<file path="config.mk">
export PLATFORM = sky130hd
export DESIGN_NAME = maxnet_fixed_n
export DESIGN_NICKNAME = d
export VERILOG_FILES = /design/src/rtl/maxnet_fixed_n.sv
export SDC_FILE = /design/constraint.sdc
export NUM_CORES = 1
export LEC_CHECK = 0
export CAP_MARGIN = 25
export CORE_ASPECT_RATIO = 1.5
export CORE_MARGIN = 2
export CORE_UTILIZATION = 63
export DETAILED_ROUTE_END_ITERATION = 7
export PLACE_DENSITY = 0.83
export SLEW_MARGIN = 20
export SYNTH_ARGS = -nofsm -noshare
export SYNTH_HDL_FRONTEND = slang
export SYNTH_SLANG_ARGS = --single-unit
</file>
<file path="constraint.sdc">
create_clock -name clk -period 15.88 [get_ports clk]
set_clock_uncertainty 0.05 [all_clocks]
set_input_delay 2.382 -clock clk [delete_from_list [all_inputs] [get_ports clk]]
set_output_delay 2.382 -clock clk [all_outputs]
set_load 0.05 [all_outputs]
</file>
<file path="src/rtl/maxnet_fixed_n.sv">
// maxnet_fixed_n: fixed-point Maxnet winner-take-all engine over N channels.
// Activations are updated one channel per cycle against a sum frozen for the
// whole pass, so every channel sees the previous iteration's values (Jacobi).
//
// state   | meaning
// --------+-------------------------------------------------------------
// S_IDLE  | waiting for start; results of the last run are held
// S_SUM   | capture the sum of all activations for this iteration
// S_UPD   | update channel r_k, one channel per cycle
// S_CHECK | count survivors, decide finish / timeout / next iteration
// S_DONE  | one-cycle finish pulse, results valid
module maxnet_fixed_n #(
  parameter int N        = 4,
  parameter int WIDTH    = 16,
  parameter int FRAC     = 8,
  parameter int MAX_ITER = 64,
  parameter int IW       = 8
) (
  input  logic                      clk,
  input  logic                      rst,
  input  logic                      start,
  input  logic signed [WIDTH-1:0]   eps,
  input  logic        [N*WIDTH-1:0] a_flat,
  output logic                      busy,
  output logic                      finish,
  output logic                      win_valid,
  output logic [$clog2(N)-1:0]      winner_idx,
  output logic signed [WIDTH-1:0]   out,
  output logic [IW-1:0]             iter_count,
  output logic                      timeout
);

  localparam int IDXW = $clog2(N);
  localparam int SW   = WIDTH + $clog2(N);
  localparam int PW   = WIDTH + SW;
  localparam int CW   = $clog2(N + 1);

  typedef enum logic [2:0] {S_IDLE, S_SUM, S_UPD, S_CHECK, S_DONE} state_t;

  state_t                  r_state;
  logic signed [WIDTH-1:0] r_eps;
  logic signed [WIDTH-1:0] r_orig [N];
  logic signed [WIDTH-1:0] r_a    [N];
  logic signed [SW-1:0]    r_sum;
  logic [IDXW-1:0]         r_k;

  logic signed [SW-1:0]    w_sum;
  logic signed [WIDTH-1:0] w_a_k;
  logic signed [SW-1:0]    w_d;
  logic signed [PW-1:0]    w_prod;
  logic signed [PW-1:0]    w_shift;
  logic signed [PW:0]      w_v;
  logic signed [WIDTH-1:0] w_new;
  logic [CW-1:0]           w_nz;
  logic [IDXW-1:0]         w_best_idx;
  logic signed [WIDTH-1:0] w_best_val;
  logic [IW-1:0]           w_iter_next;

  // Sum of all activations; activations are never negative so the extra bits only carry growth.
  always_comb begin
    w_sum = '0;
    for (int i = 0; i < N; i++)
      w_sum = w_sum + {{(SW-WIDTH){r_a[i][WIDTH-1]}}, r_a[i]};
  end

  // Channel update: a + floor(eps*(S-a) / 2^FRAC), saturated high and clamped at zero.
  always_comb begin
    w_a_k   = r_a[r_k];
    w_d     = r_sum - {{(SW-WIDTH){w_a_k[WIDTH-1]}}, w_a_k};
    w_prod  = $signed({{SW{r_eps[WIDTH-1]}}, r_eps}) * $signed({{WIDTH{w_d[SW-1]}}, w_d});
    w_shift = w_prod >>> FRAC;
    w_v     = $signed({{(PW+1-WIDTH){w_a_k[WIDTH-1]}}, w_a_k}) + $signed({w_shift[PW-1], w_shift});
    if (w_v[PW])
      w_new = '0;
    else if (|w_v[PW-1:WIDTH-1])
      w_new = {1'b0, {(WIDTH-1){1'b1}}};
    else
      w_new = w_v[WIDTH-1:0];
  end

  // Survivor count and largest activation (lowest index wins ties); with a single
  // survivor the largest activation is that survivor.
  always_comb begin
    w_nz       = '0;
    w_best_idx = '0;
    w_best_val = r_a[0];
    for (int i = 0; i < N; i++)
      if (r_a[i] != '0) w_nz = w_nz + CW'(1);
    for (int i = 1; i < N; i++)
      if (r_a[i] > w_best_val) begin
        w_best_val = r_a[i];
        w_best_idx = IDXW'(i);
      end
    w_iter_next = iter_count + IW'(1);
  end

  // Sequencer with registered outputs.
  always_ff @(posedge clk or negedge rst) begin
    if (!rst) begin
      r_state    <= S_IDLE;
      r_eps      <= '0;
      r_sum      <= '0;
      r_k        <= '0;
      for (int i = 0; i < N; i++) begin
        r_orig[i] <= '0;
        r_a[i]    <= '0;
      end
      busy       <= 1'b0;
      finish     <= 1'b0;
      win_valid  <= 1'b0;
      winner_idx <= '0;
      out        <= '0;
      iter_count <= '0;
      timeout    <= 1'b0;
    end else begin
      finish <= 1'b0;
      case (r_state)
        S_IDLE: begin
          if (start) begin
            r_eps <= eps;
            for (int i = 0; i < N; i++) begin
              r_orig[i] <= a_flat[i*WIDTH +: WIDTH];
              r_a[i]    <= a_flat[i*WIDTH + WIDTH - 1] ? '0 : a_flat[i*WIDTH +: WIDTH];
            end
            iter_count <= '0;
            busy       <= 1'b1;
            timeout    <= 1'b0;
            win_valid  <= 1'b0;
            r_state    <= S_SUM;
          end
        end
        S_SUM: begin
          r_sum   <= w_sum;
          r_k     <= '0;
          r_state <= S_UPD;
        end
        S_UPD: begin
          r_a[r_k] <= w_new;
          if (r_k == IDXW'(N-1))
            r_state <= S_CHECK;
          else
            r_k <= r_k + IDXW'(1);
        end
        S_CHECK: begin
          iter_count <= w_iter_next;
          if (w_nz <= CW'(1)) begin
            finish  <= 1'b1;
            busy    <= 1'b0;
            r_state <= S_DONE;
            if (w_nz == CW'(1)) begin
              win_valid  <= 1'b1;
              winner_idx <= w_best_idx;
              out        <= r_orig[w_best_idx];
            end else begin
              win_valid  <= 1'b0;
              winner_idx <= '0;
              out        <= '0;
            end
          end else if (w_iter_next == IW'(MAX_ITER)) begin
            finish     <= 1'b1;
            busy       <= 1'b0;
            timeout    <= 1'b1;
            win_valid  <= 1'b1;
            winner_idx <= w_best_idx;
            out        <= r_orig[w_best_idx];
            r_state    <= S_DONE;
          end else begin
            r_state <= S_SUM;
          end
        end
        S_DONE: r_state <= S_IDLE;
        default: r_state <= S_IDLE;
      endcase
    end
  end

endmodule

</file>
==> flow_metrics.env, run 1 <==
export IMPL_status="finished, final reports clean"
export IMPL_path_class="flop to flop"
export IMPL_drv_slew=0
export IMPL_layout_commonest_cell="nand2_1"
export IMPL_crit_top_cell="fa_1"
export IMPL_synth_top_family_by_area="adder cells"
export IMPL_start_kind="flop"
export IMPL_fillers=3022
export IMPL_syn_instance_count=2760
export IMPL_die_h_um=247
export IMPL_vias=20475
export IMPL_grt_first_pass_wirelength_um=114000
export IMPL_synth_seq_cells=197
export IMPL_rsz0062_at_grt="no"
export IMPL_hp_class="flop to flop"
export IMPL_post_cts_setup_buffers=0
export IMPL_synthMuxAreaShare_pct=3.22
export IMPL_cts_resized=0
export IMPL_die_w_um=166
export IMPL_final_cell_mix="464 x nand2_1, 402 x inv_1, 317 x fa_1"
export IMPL_rr_endpoint="r_a[9]$_DFFE_PN0P_"
export IMPL_numCtsBuffers=17
export IMPL_routedWlPerCell_um=21.0
export IMPL_synth_area_leaders="fa_1 26%, dfrtp_1 20%, ha_1 10%, nand2_1 7.0%, inv_1 6.1%"
export IMPL_finalSetupViolations=0
export IMPL_critPathMaxStageDelay_ns=0.88
export IMPL_path_max_fanout=20
export IMPL_first_iter_violations=1483
export IMPL_drtAntennaViolNets=0
export IMPL_num_rows=89
export IMPL_synth_edf_count=0
export IMPL_synth_net_count=3366
export IMPL_min_from="r_orig[55]$_DFFE_PN0P_"
export IMPL_grt_start_max_net_pins=125
export IMPL_synth_avg_cell_area_um2=9.00
export IMPL_cts_reportedPaths_clkPinSlew_ns=0.08
export IMPL_cts_sinks=197
export IMPL_finalCriticalPeriod_ns=13.43
export IMPL_synthXorXnorAreaFrac_pct=2.96
export IMPL_cp_arrival_ns=13.70
export IMPL_period_share_pct=84.6
export IMPL_drive_above_1_share_pct=5.17
export IMPL_syn_to_final_growth_pct=8.94
export IMPL_synth_top_area_cell="fa_1"
export IMPL_r2r_cells=46
export IMPL_fin_cells=3322
export IMPL_wl_um=69800
export IMPL_root_buffer="clkbuf_16"
export IMPL_hold_end="r_orig[55]$_DFFE_PN0P_"
export IMPL_timing_rr_start="r_k[1]$_DFFE_PN0P_"
export IMPL_antenna_found_initial=0
export IMPL_post_place_ws_ns=1.91
export IMPL_critical_path_endpoint_type="flop"
export IMPL_reg2reg_slack_ns=2.45
export IMPL_grt_util_all_layers_pct=35.1
export IMPL_setup_slack_ns=2.45
export IMPL_clock_latency_ns=0.47
export IMPL_netlist_area_leader_share_pct=25.5
export IMPL_dr_pass1_iters=8
export IMPL_first_global_vias=22265
export IMPL_place_congestion=0.961
export IMPL_synth_compound_area_share_pct=12.2
export IMPL_via_per_inst=6.16
export IMPL_top_level_ports=113
export IMPL_async_reset_ff_share_pct=100
export IMPL_timing_hold_ws_ns=0.432
export IMPL_cp_required_ns=16.15
export IMPL_coreArea_um2=39100
export IMPL_initial_core_util_pct=63.6
export IMPL_clock_path_buffers=2
export IMPL_hold_viol=0
export IMPL_synthAdderAreaFrac_pct=35.9
export IMPL_crit_slowest_cell="dfrtp_1"
export IMPL_seq_area_frac_synth_pct=19.8
export IMPL_htreeDepth=4
export IMPL_nNetsFinal=3415
export IMPL_hold_depth=2
export IMPL_grt_overflow=0
export IMPL_netlist_area_um2=24800
export IMPL_slew_headroom_pct=26.9
export IMPL_ys_types=88
export IMPL_hold_buffers=0
export IMPL_fmax_mhz=74.5
export IMPL_fin_setup_tns_ns=0
export IMPL_dpl_cell_count=3287
export IMPL_maxCapViolCount=0
export IMPL_yosys_area_share_simple_pct=17.7
export IMPL_dieArea_um2=41100
export IMPL_dp_hpwl_um=55200
export IMPL_cts_tree="built"
export IMPL_io_buffers=112
export IMPL_tightest_slew_ns=1.09
export IMPL_diodes=0
export IMPL_drc=0
export IMPL_yosysWarnings=0
export IMPL_synth_main_ff_cell="dfrtp_1"
==> through the flow <==
stage	utilization, %	instance area, um2
6_report	69.2	27100
5_1_grt	69.2	27100
4_1_cts	69.0	27000
3_5_place_dp	67.5	26400
3_3_place_gp	67.4	26400
2_1_floorplan	-	24800
==> worst max-delay path: cells and delay by family (launching register included) <==
kind                     cells  cell delay [ns]
AO/OA/AOI/OAI               20             4.57
adder cells (fa/ha/maj)     10             4.10
AND/OR/NAND/NOR              8             2.13
flip-flops                   1             0.88
XOR/XNOR                     1             0.56
buffers and inverters        6             0.55
multiplexers                 1             0.38
==> final cells by class <==
type                            instances  area, um2  share of cell area (%)
Clock buffer                           18        429                    1.59
Clock inverter                         14        180                   0.666
Inverter                              403       1510                    5.59
Multi-Input combinational cell       2046      18000                    66.4
Sequential cell                       197       4930                    18.2
Tap cell                              500        626                    2.31
Timing Repair Buffer                  144       1410                    5.21
==> logic make-up after synthesis <==
group                    count (synthesis)
flip-flops                             197
AND/OR/NAND/NOR                        925
multiplexers                            59
XOR/XNOR                                84
AO/OA/AOI/OAI                          455
buffers and inverters                  517
adder cells (fa/ha/maj)                523
==> flip-flops by register name, indices dropped and copies added, names as in the netlist <==
| register | cells |
|---|---|
| winner_idx | 2 |
| finish | 1 |
| iter_count | 8 |
| r_a | 64 |
| out | 16 |
| r_sum | 18 |
| r_k | 2 |
| win_valid | 1 |
| timeout | 1 |
| busy | 1 |
| r_state | 3 |
| r_eps | 16 |
| r_orig | 64 |
==> Yosys cell counts (26+ instances only) <==
master	number
a21o_1	41
a21oi_1	97
a22oi_1	36
and2_1	148
clkbuf_1	95
dfrtp_1	197
fa_1	317
ha_1	206
inv_1	402
mux2i_1	35
nand2_1	464
nor2_1	127
nor3_1	26
o21ai_0	92
o21ai_1	30
xnor2_1	57
xor2_1	27
==> per-layer routing <==
layer / share of wire (%) / track usage (%) / up-vias
met5: 0 / 0 / -
met4: 6.6 / 20.6 / 0
met3: 6.0 / 5.15 / 326
met2: 52 / 64.2 / 947
met1: 35 / 38.9 / 10120
li1: - / - / 9082
==> how the worst max path moves through the flow <==
stage | startpoint | end | slack [ns] | cells past startpoint
2_1_floorplan | r_k[0]$_DFFE_PN0P_ | r_a[12]$_DFFE_PN0P_ | 4.08 | 48
3_3_place_gp | r_k[1]$_DFFE_PN0P_ | r_a[9]$_DFFE_PN0P_ | 2.39 | 46
3_5_place_dp | r_k[1]$_DFFE_PN0P_ | r_a[9]$_DFFE_PN0P_ | 1.91 | 45
4_1_cts | r_k[1]$_DFFE_PN0P_ | r_a[9]$_DFFE_PN0P_ | 1.84 | 46
5_1_grt | r_k[1]$_DFFE_PN0P_ | r_a[25]$_DFFE_PN0P_ | 1.71 | 43
6_report | r_k[1]$_DFFE_PN0P_ | r_a[9]$_DFFE_PN0P_ | 2.45 | 46
Power of run 1 is left out: the tool's default activity adds up to more than one toggle a clock period on the data nets, which glitch-free logic cannot reach.
==> inputs of run 2 (changes only) <==
- CORE_UTILIZATION: 63 -> 57
- PLACE_DENSITY: 0.83 -> 0.79
- clock period: 15.88 -> 12.3 ns (I/O delays scaled with it)
==> flow_metrics.env, run 2 (same netlist as run 1, synthesis figures left out) <==
export IMPL_first_global_vias=22208
export IMPL_final_cell_mix="464 x nand2_1, 401 x inv_1, 317 x fa_1"
export IMPL_critPathMaxStageDelay_ns=0.57
export IMPL_fin_cells=3456
export IMPL_cts_reportedPaths_clkPinSlew_ns=0.08
export IMPL_io_buffers=112
export IMPL_clock_path_buffers=2
export IMPL_finalSetupViolations=0
export IMPL_initial_core_util_pct=57.9
export IMPL_grt_start_max_net_pins=120
export IMPL_via_per_inst=5.95
export IMPL_drtAntennaViolNets=0
export IMPL_critical_path_endpoint_type="flop"
export IMPL_syn_to_final_growth_pct=11.8
export IMPL_clock_latency_ns=0.48
export IMPL_coreArea_um2=42900
export IMPL_hp_class="flop to flop"
export IMPL_htreeDepth=4
export IMPL_drv_slew=0
export IMPL_dr_wl_met3_um=4270
export IMPL_tightest_slew_ns=1.14
export IMPL_fmax_mhz=84.3
export IMPL_path_class="flop to flop"
export IMPL_grt_overflow=0
export IMPL_die_w_um=174
export IMPL_antenna_found_initial=0
export IMPL_first_iter_violations=1789
export IMPL_drive_above_1_share_pct=7.83
export IMPL_dr_pass1_iters=6
export IMPL_hold_viol=0
export IMPL_num_rows=93
export IMPL_cp_arrival_ns=12.15
export IMPL_top_level_ports=113
export IMPL_dp_hpwl_um=57200
export IMPL_dieArea_um2=45300
export IMPL_register_area_um2=4930
export IMPL_drc=0
export IMPL_fillers=3476
export IMPL_final_area_um2=27800
export IMPL_met2_length_um=36700
export IMPL_numCtsBuffers=17
export IMPL_period_share_pct=96.5
export IMPL_routedWlPerCell_um=20.8
export IMPL_cts_tree="built"
export IMPL_dpl_cell_count=3409
export IMPL_grt_first_pass_wirelength_um=116000
export IMPL_maxCapViolCount=0
export IMPL_top_layer="met4"
export IMPL_wl_um=71800
export IMPL_postPlaceCellArea_um2=26800
export IMPL_vias=20564
export IMPL_layout_commonest_cell="nand2_1"
export IMPL_biggestRegsByFlops="r_a x64, r_orig x64, r_sum x18"
export IMPL_hold_buffers=0
export IMPL_m1WireLength_um=25300
export IMPL_cts_sinks=197
export IMPL_die_h_um=260
export IMPL_postLayoutCoreUtil_pct=64.7
export IMPL_start_kind="flop"
export IMPL_slew_headroom_pct=24.2
export IMPL_grt_util_all_layers_pct=32.8
export IMPL_multi_input_area_um2=18100
export IMPL_crit_top_cell="fa_1"
export IMPL_cp_required_ns=12.58
export IMPL_root_buffer="clkbuf_16"
export IMPL_finalCriticalPeriod_ns=11.87
export IMPL_path_max_fanout=9
export IMPL_crit_slowest_cell="a2111oi_1"
export IMPL_diodes=0
export IMPL_status="finished, final reports clean"
export IMPL_nNetsFinal=3479
export IMPL_place_congestion=1.01
==> run 2: changes by cell type in the layout (fill, tap and decap cells not counted), moves of 3 or more <==
cell,delta
xnor2_1,+4
a21oi_1,-4
inv_8,+3
a21oi_2,+4
clkinv_8,-3
xnor2_2,-4
buf_4,+59
inv_6,-4
clkinvlp_4,+3
==> run 2: layer usage <==
| metal | GRT usage (%) | vias to the layer above |
|---|---|---|
| met1 | 36.5 | 10076 |
| met5 | 0 | - |
| met2 | 58.4 | 929 |
| li1 | - | 9211 |
| met4 | 21.8 | 0 |
| met3 | 4.72 | 348 |
==> run 2: timing repair <==
item,CTS,global route
resized for setup,5,23
hold endpoints to repair,0,0
setup buffers,0,10
endpoints found under the setup margin,52,60
cloned,0,2
pin swaps,0,11
==> run 2: cell type report <==
cell class	count	share of cell area, %
clock buffer	18	1.58
clock inverter	14	0.671
inverter	403	5.46
multi-input combinational	2047	65.0
sequential	197	17.8
tap	570	2.57
timing repair buffer	207	6.91
==> run 2: final timing paths <==
check / startpoint / cells past startpoint / slack [ns] / to
max in group asynchronous: rst / 4 / 9.49 / r_a[51]$_DFFE_PN0P_
hold reg to reg: r_orig[35]$_DFFE_PN0P_ / 2 / 0.43 / r_orig[35]$_DFFE_PN0P_
hold / removal: r_orig[35]$_DFFE_PN0P_ / 2 / 0.43 / r_orig[35]$_DFFE_PN0P_
min in group asynchronous: rst / 1 / 1.25 / r_orig[30]$_DFFE_PN0P_
setup / recovery: r_k[0]$_DFFE_PN0P_ / 44 / 0.43 / r_a[35]$_DFFE_PN0P_
setup reg to reg: r_k[0]$_DFFE_PN0P_ / 44 / 0.43 / r_a[35]$_DFFE_PN0P_
==> run 2: worst max-delay path, delay by kind of cell, from the launching register on <==
family	cells	cell delay, ns
adders and majority gates	9	3.89
buffers and inverters	7	0.77
xor gates and xnor gates	2	0.35
and+or+nand+nor	8	1.42
DFF	1	0.44
muxes	2	0.97
AOI/OAI and AO/OA	16	3.83
==> run 2: per-stage QoR <==
stage | setup TNS (ns) | worst slack (ns) | hold slack (ns)
global placement | 0 | 0.185 | 0.407
global route | -0.952 | -0.0654 | 0.447
CTS | 0 | 0.0163 | 0.432
detailed placement | -1.27 | -0.138 | 0.413
finish | 0 | 0.431 | 0.428
floorplan | 0 | 0.496 | 0.395
Power of run 2 is left out for the same reason.
==> patch 1: new RTL, settings of run 1 <==
Register the output `iter_count` once more, cleared by the reset; this adds one clock of latency there. The other outputs are not delayed to match.
--- a/src/rtl/maxnet_fixed_n.sv
+++ b/src/rtl/maxnet_fixed_n.sv
@@ -36,6 +36,8 @@
   localparam int CW   = $clog2(N + 1);
 
   typedef enum logic [2:0] {S_IDLE, S_SUM, S_UPD, S_CHECK, S_DONE} state_t;
+
+  logic [IW-1:0] iter_count_s0;
 
   state_t                  r_state;
   logic signed [WIDTH-1:0] r_eps;
@@ -91,7 +93,7 @@
         w_best_val = r_a[i];
         w_best_idx = IDXW'(i);
       end
-    w_iter_next = iter_count + IW'(1);
+    w_iter_next = iter_count_s0 + IW'(1);
   end
 
   // Sequencer with registered outputs.
@@ -110,7 +112,7 @@
       win_valid  <= 1'b0;
       winner_idx <= '0;
       out        <= '0;
-      iter_count <= '0;
+      iter_count_s0 <= '0;
       timeout    <= 1'b0;
     end else begin
       finish <= 1'b0;
@@ -122,7 +124,7 @@
               r_orig[i] <= a_flat[i*WIDTH +: WIDTH];
               r_a[i]    <= a_flat[i*WIDTH + WIDTH - 1] ? '0 : a_flat[i*WIDTH +: WIDTH];
             end
-            iter_count <= '0;
+            iter_count_s0 <= '0;
             busy       <= 1'b1;
             timeout    <= 1'b0;
             win_valid  <= 1'b0;
@@ -142,7 +144,7 @@
             r_k <= r_k + IDXW'(1);
         end
         S_CHECK: begin
-          iter_count <= w_iter_next;
+          iter_count_s0 <= w_iter_next;
           if (w_nz <= CW'(1)) begin
             finish  <= 1'b1;
             busy    <= 1'b0;
@@ -174,5 +176,13 @@
     end
   end
 
+  always_ff @(posedge clk or negedge rst) begin
+    if (!rst) begin
+      iter_count <= '0;
+    end else begin
+      iter_count <= iter_count_s0;
+    end
+  end
+
 endmodule
 
Formal check against the unedited RTL: not equivalent (Yosys sat finds a counterexample within 10 cycles, from zero or initial values and one cycle with rst low).
==> patch 1 against run 1 <==
Synthesized cell count fell by 0.98%; area after synthesis rose by 4.2%; wire length fell by 5.0%; final area rose by 4.2%; worst setup slack improved by 0.54 ns; sequential cell count rose by 8; die area rose by 4.1%; highest routed layer unchanged.
Power is left out: the tool's default activity adds up to more than one toggle a clock period on the data nets, which glitch-free logic cannot reach.
==> patch 1: results (changes against run 1) <==
Status = finished, final reports clean
M1 wire length = 24.04 mm (-1.9%)
Worst Tran Pin Value = 1.047 ns (-0.04429 ns)
Initial drt markers = 1141 (-23%)
CTS max path bufs = 3 (+1)
Worst R2R Path Depth = 44 (-4.3%)
Crit path arrival time = 13.23 ns (-0.47 ns)
# H-tree levels = 1 (-3)
CTS buffer count = 25 (+8)
Largest cells by area after synthesis = fa_1, dfrtp_1, ha_1
Drt pass-1 iters = 5 (-3)
Fin cells = 3310 (-0.36%)
Fraction of layout cells with a size suffix above 1 = 9.468% (+4.3 points)
DR WL met3 = 3.558 mm (-15%)
Xor and xnor area share after synthesis = 2.876% (-0.086 points)
Syn Inst Count = 2733 (-0.98%)
Signal buffers = 148 (+2.8%)
Seq/Total Area, Yosys = 19.82% (-0.029 points)
Clock buffer count = 32 (+14)
Compound-cell area share of the yosys netlist = 12.94% (+0.76 points)
Crit-path max FO = 60 (+200%)
Worst-path cell with the longest stage delay = o2111a_4
#MultiIn Comb = 2002 (-2.2%)
Synth unique cells = 81 (-8.0%)
Global router's overall resource usage = 32.12% (-3.0 points)
Setup crit end = r_a[49]$_DFFE_PN0P_
Vias per cell = 6.170 (+0.10%)
Clock Sinks = 205 (+4.1%)
RR Endpoint = r_a[49]$_DFFE_PN0P_
Hold Path End = iter_count[7]$_DFF_PN0_
Post-DP HPWL = 53.08 mm (-3.8%)
FF-to-FF setup slack = 2.99 ns (+0.54 ns)
Register area = 0.005130 mm^2 (+4.1%)
Signal buf overhead = 5.044% (-0.16 points)
Post-Synth Adder-Cell Area = 34.47% (-1.5 points)
## patch 1: changes by cell type after synthesis, moves of 21 or more
cell | run 1 | this run
a21oi_1 | 97 | 131
a22oi_1 | 36 | 0
a22oi_2 | 0 | 61
mux2_2 | 8 | 84
nand2_1 | 464 | 278
nor3b_1 | 7 | 63
o21ai_0 | 92 | 71
o21ai_1 | 30 | 9
## patch 1: metrics by stage
stage / setup WS, ns / util (%) / hold slack [ns] / area, um^2
floorplan: 4.569 / - / 0.3572 / 25890
global placement: 3.070 / 66.92 / 0.3809 / 27360
detailed placement: 3.091 / 66.97 / 0.3932 / 27380
CTS: 3.016 / 68.92 / 0.4088 / 28170
global route: 2.286 / 69.00 / 0.4343 / 28200
finish: 2.993 / 69.00 / 0.4096 / 28200
## patch 1: per-layer routing
layer / global-route usage [%] / vias to the layer above
met2: 58.75 / 753
li1: - / 9154
met5: 0 / -
met4: 17.24 / 0
met1: 36.08 / 10240
met3: 4.275 / 275
==> patch 2: new RTL, config.mk and constraints of run 1 <==
Without the edit above. `IW`: 8 -> 7.
--- a/src/rtl/maxnet_fixed_n.sv
+++ b/src/rtl/maxnet_fixed_n.sv
@@ -14,7 +14,7 @@
   parameter int WIDTH    = 16,
   parameter int FRAC     = 8,
   parameter int MAX_ITER = 64,
-  parameter int IW       = 8
+  parameter int IW       = 7
 ) (
   input  logic                      clk,
   input  logic                      rst,
Interface: changed (resized iter_count); port bits go from 113 to 112. The function was not compared with the original's and may differ.
==> patch 2 against run 1 <==
Maximum frequency is 4.0% higher; hold slack improved by 0.015 ns; critical path depth is 5 lower; sequential cell count decreased by 1; final area rose by 4.9%; area after synthesis grew 5.6%; wire length rose by 8.9%; die area grew 5.5%; worst setup slack gained 0.51 ns; critical endpoint is now r_a[16]$_DFFE_PN0P_; highest routed layer unchanged.
Power is not shown: default switching activity piles up to over one toggle a cycle in this logic, so the estimate is an artifact.
==> patch 2: results (changes against run 1) <==
Status = finished, final reports clean
DR vias = 21770 (+6.3%)
Pre-CTS setup slack = 2.810 ns (+0.9024 ns)
Fraction of layout cells with a size suffix above 1 = 7.724% (+2.6 points)
Vias per cell = 6.296 (+2.2%)
Largest cells by area after synthesis = fa_1, dfrtp_1, ha_1
Post-Synth Adder-Cell Area = 34.03% (-1.9 points)
Slew margin rel. = 23.27% (-3.6 points)
DR WL met3 = 4.065 mm (-3.3%)
Synth unique cells = 81 (-8.0%)
Drt pass-1 iters = 6 (-2)
First-pass GRT wire length = 121.0 mm (+6.3%)
Clock-pin slew on the worst setup and hold paths = 0.08 ns (about the same)
Seq/Total Area, Yosys = 18.70% (-1.1 points)
Compound-cell area share of the yosys netlist = 14.67% (+2.5 points)
Crit path arrival time = 13.19 ns (-0.51 ns)
Initial drt markers = 1704 (+15%)
Worst-path cell with the longest stage delay = xnor2_2
Cells after DPL = 3421 (+4.1%)
Crit-path max FO = 60 (+200%)
M1 wire length = 25.92 mm (+5.8%)
Global router's overall resource usage = 36.41% (+1.3 points)
Largest net degree at the start of global routing = 84 (-33%)
GR Util met2 = 64.07% (-0.097 points)
GR Util met3 = 6.261% (+1.1 points)
Port buffer count = 111 (-0.89%)
GRT met1 Usage = 37.86% (-1.0 points)
Vias in the first global route = 23210 (+4.2%)
Top post-synthesis cells by count = inv_1, fa_1, nand2_1
Xor and xnor area share after synthesis = 2.772% (-0.19 points)
Met2 Routed Length = 39.21 mm (+7.3%)
Post-CTS Setup Bufs = 0 (unchanged)
Routed len/inst = 21.99 um (+4.6%)
Mux share of post-synthesis cell area = 6.355% (+3.1 points)
Layout Nets = 3493 (+2.3%)
Post-DP HPWL = 60.81 mm (+10%)
Syn Inst Count = 2867 (+3.9%)
GP Congestion = 1.018 (+5.9%)
[patch 2: logic make-up after synthesis]
family / Yosys count
fa+ha+maj: 523
simple gates: 800
flops: 196
mux: 136
buf+inv: 550
xor+xnor: 83
compound gates: 579
[patch 2: final timing paths]
kind	from	end	slack [ns]	cells after the start
hold / removal	r_sum[14]$_DFFE_PN0P_	r_sum[14]$_DFFE_PN0P_	0.45	2
setup / recovery	r_k[0]$_DFFE_PN0P_	r_a[16]$_DFFE_PN0P_	2.96	41
setup reg to reg	r_k[0]$_DFFE_PN0P_	r_a[16]$_DFFE_PN0P_	2.96	41
min in group asynchronous	rst	busy$_DFFE_PN0P_	1.90	1
max in group asynchronous	rst	r_orig[9]$_DFFE_PN0P_	11.94	3
hold reg to reg	r_sum[14]$_DFFE_PN0P_	r_sum[14]$_DFFE_PN0P_	0.45	2
[patch 2: worst max-delay path, delay by kind of cell, from the launching register on]
| kind | cells | cell delay (ns) |
|---|---|---|
| AO/OA/AOI/OAI | 15 | 3.60 |
| buffers and inverters | 7 | 1.28 |
| flip-flops | 1 | 0.71 |
| multiplexers | 1 | 0.56 |
| adder cells (fa/ha/maj) | 10 | 4.04 |
| AND/OR/NAND/NOR | 6 | 1.38 |
| XOR/XNOR | 2 | 1.04 |
[patch 2: final cells by class]
class / count / area, um^2 / share of cell area, %
well taps: 558 / 698.2 / 2.459
inverters: 402 / 1509 / 5.314
repair buffers: 149 / 1401 / 4.935
flip-flops and latches: 196 / 4905 / 17.27
clock inverters: 12 / 143.9 / 0.5068
multi-input cells: 2121 / 19280 / 67.90
clock buffers: 20 / 456.7 / 1.608
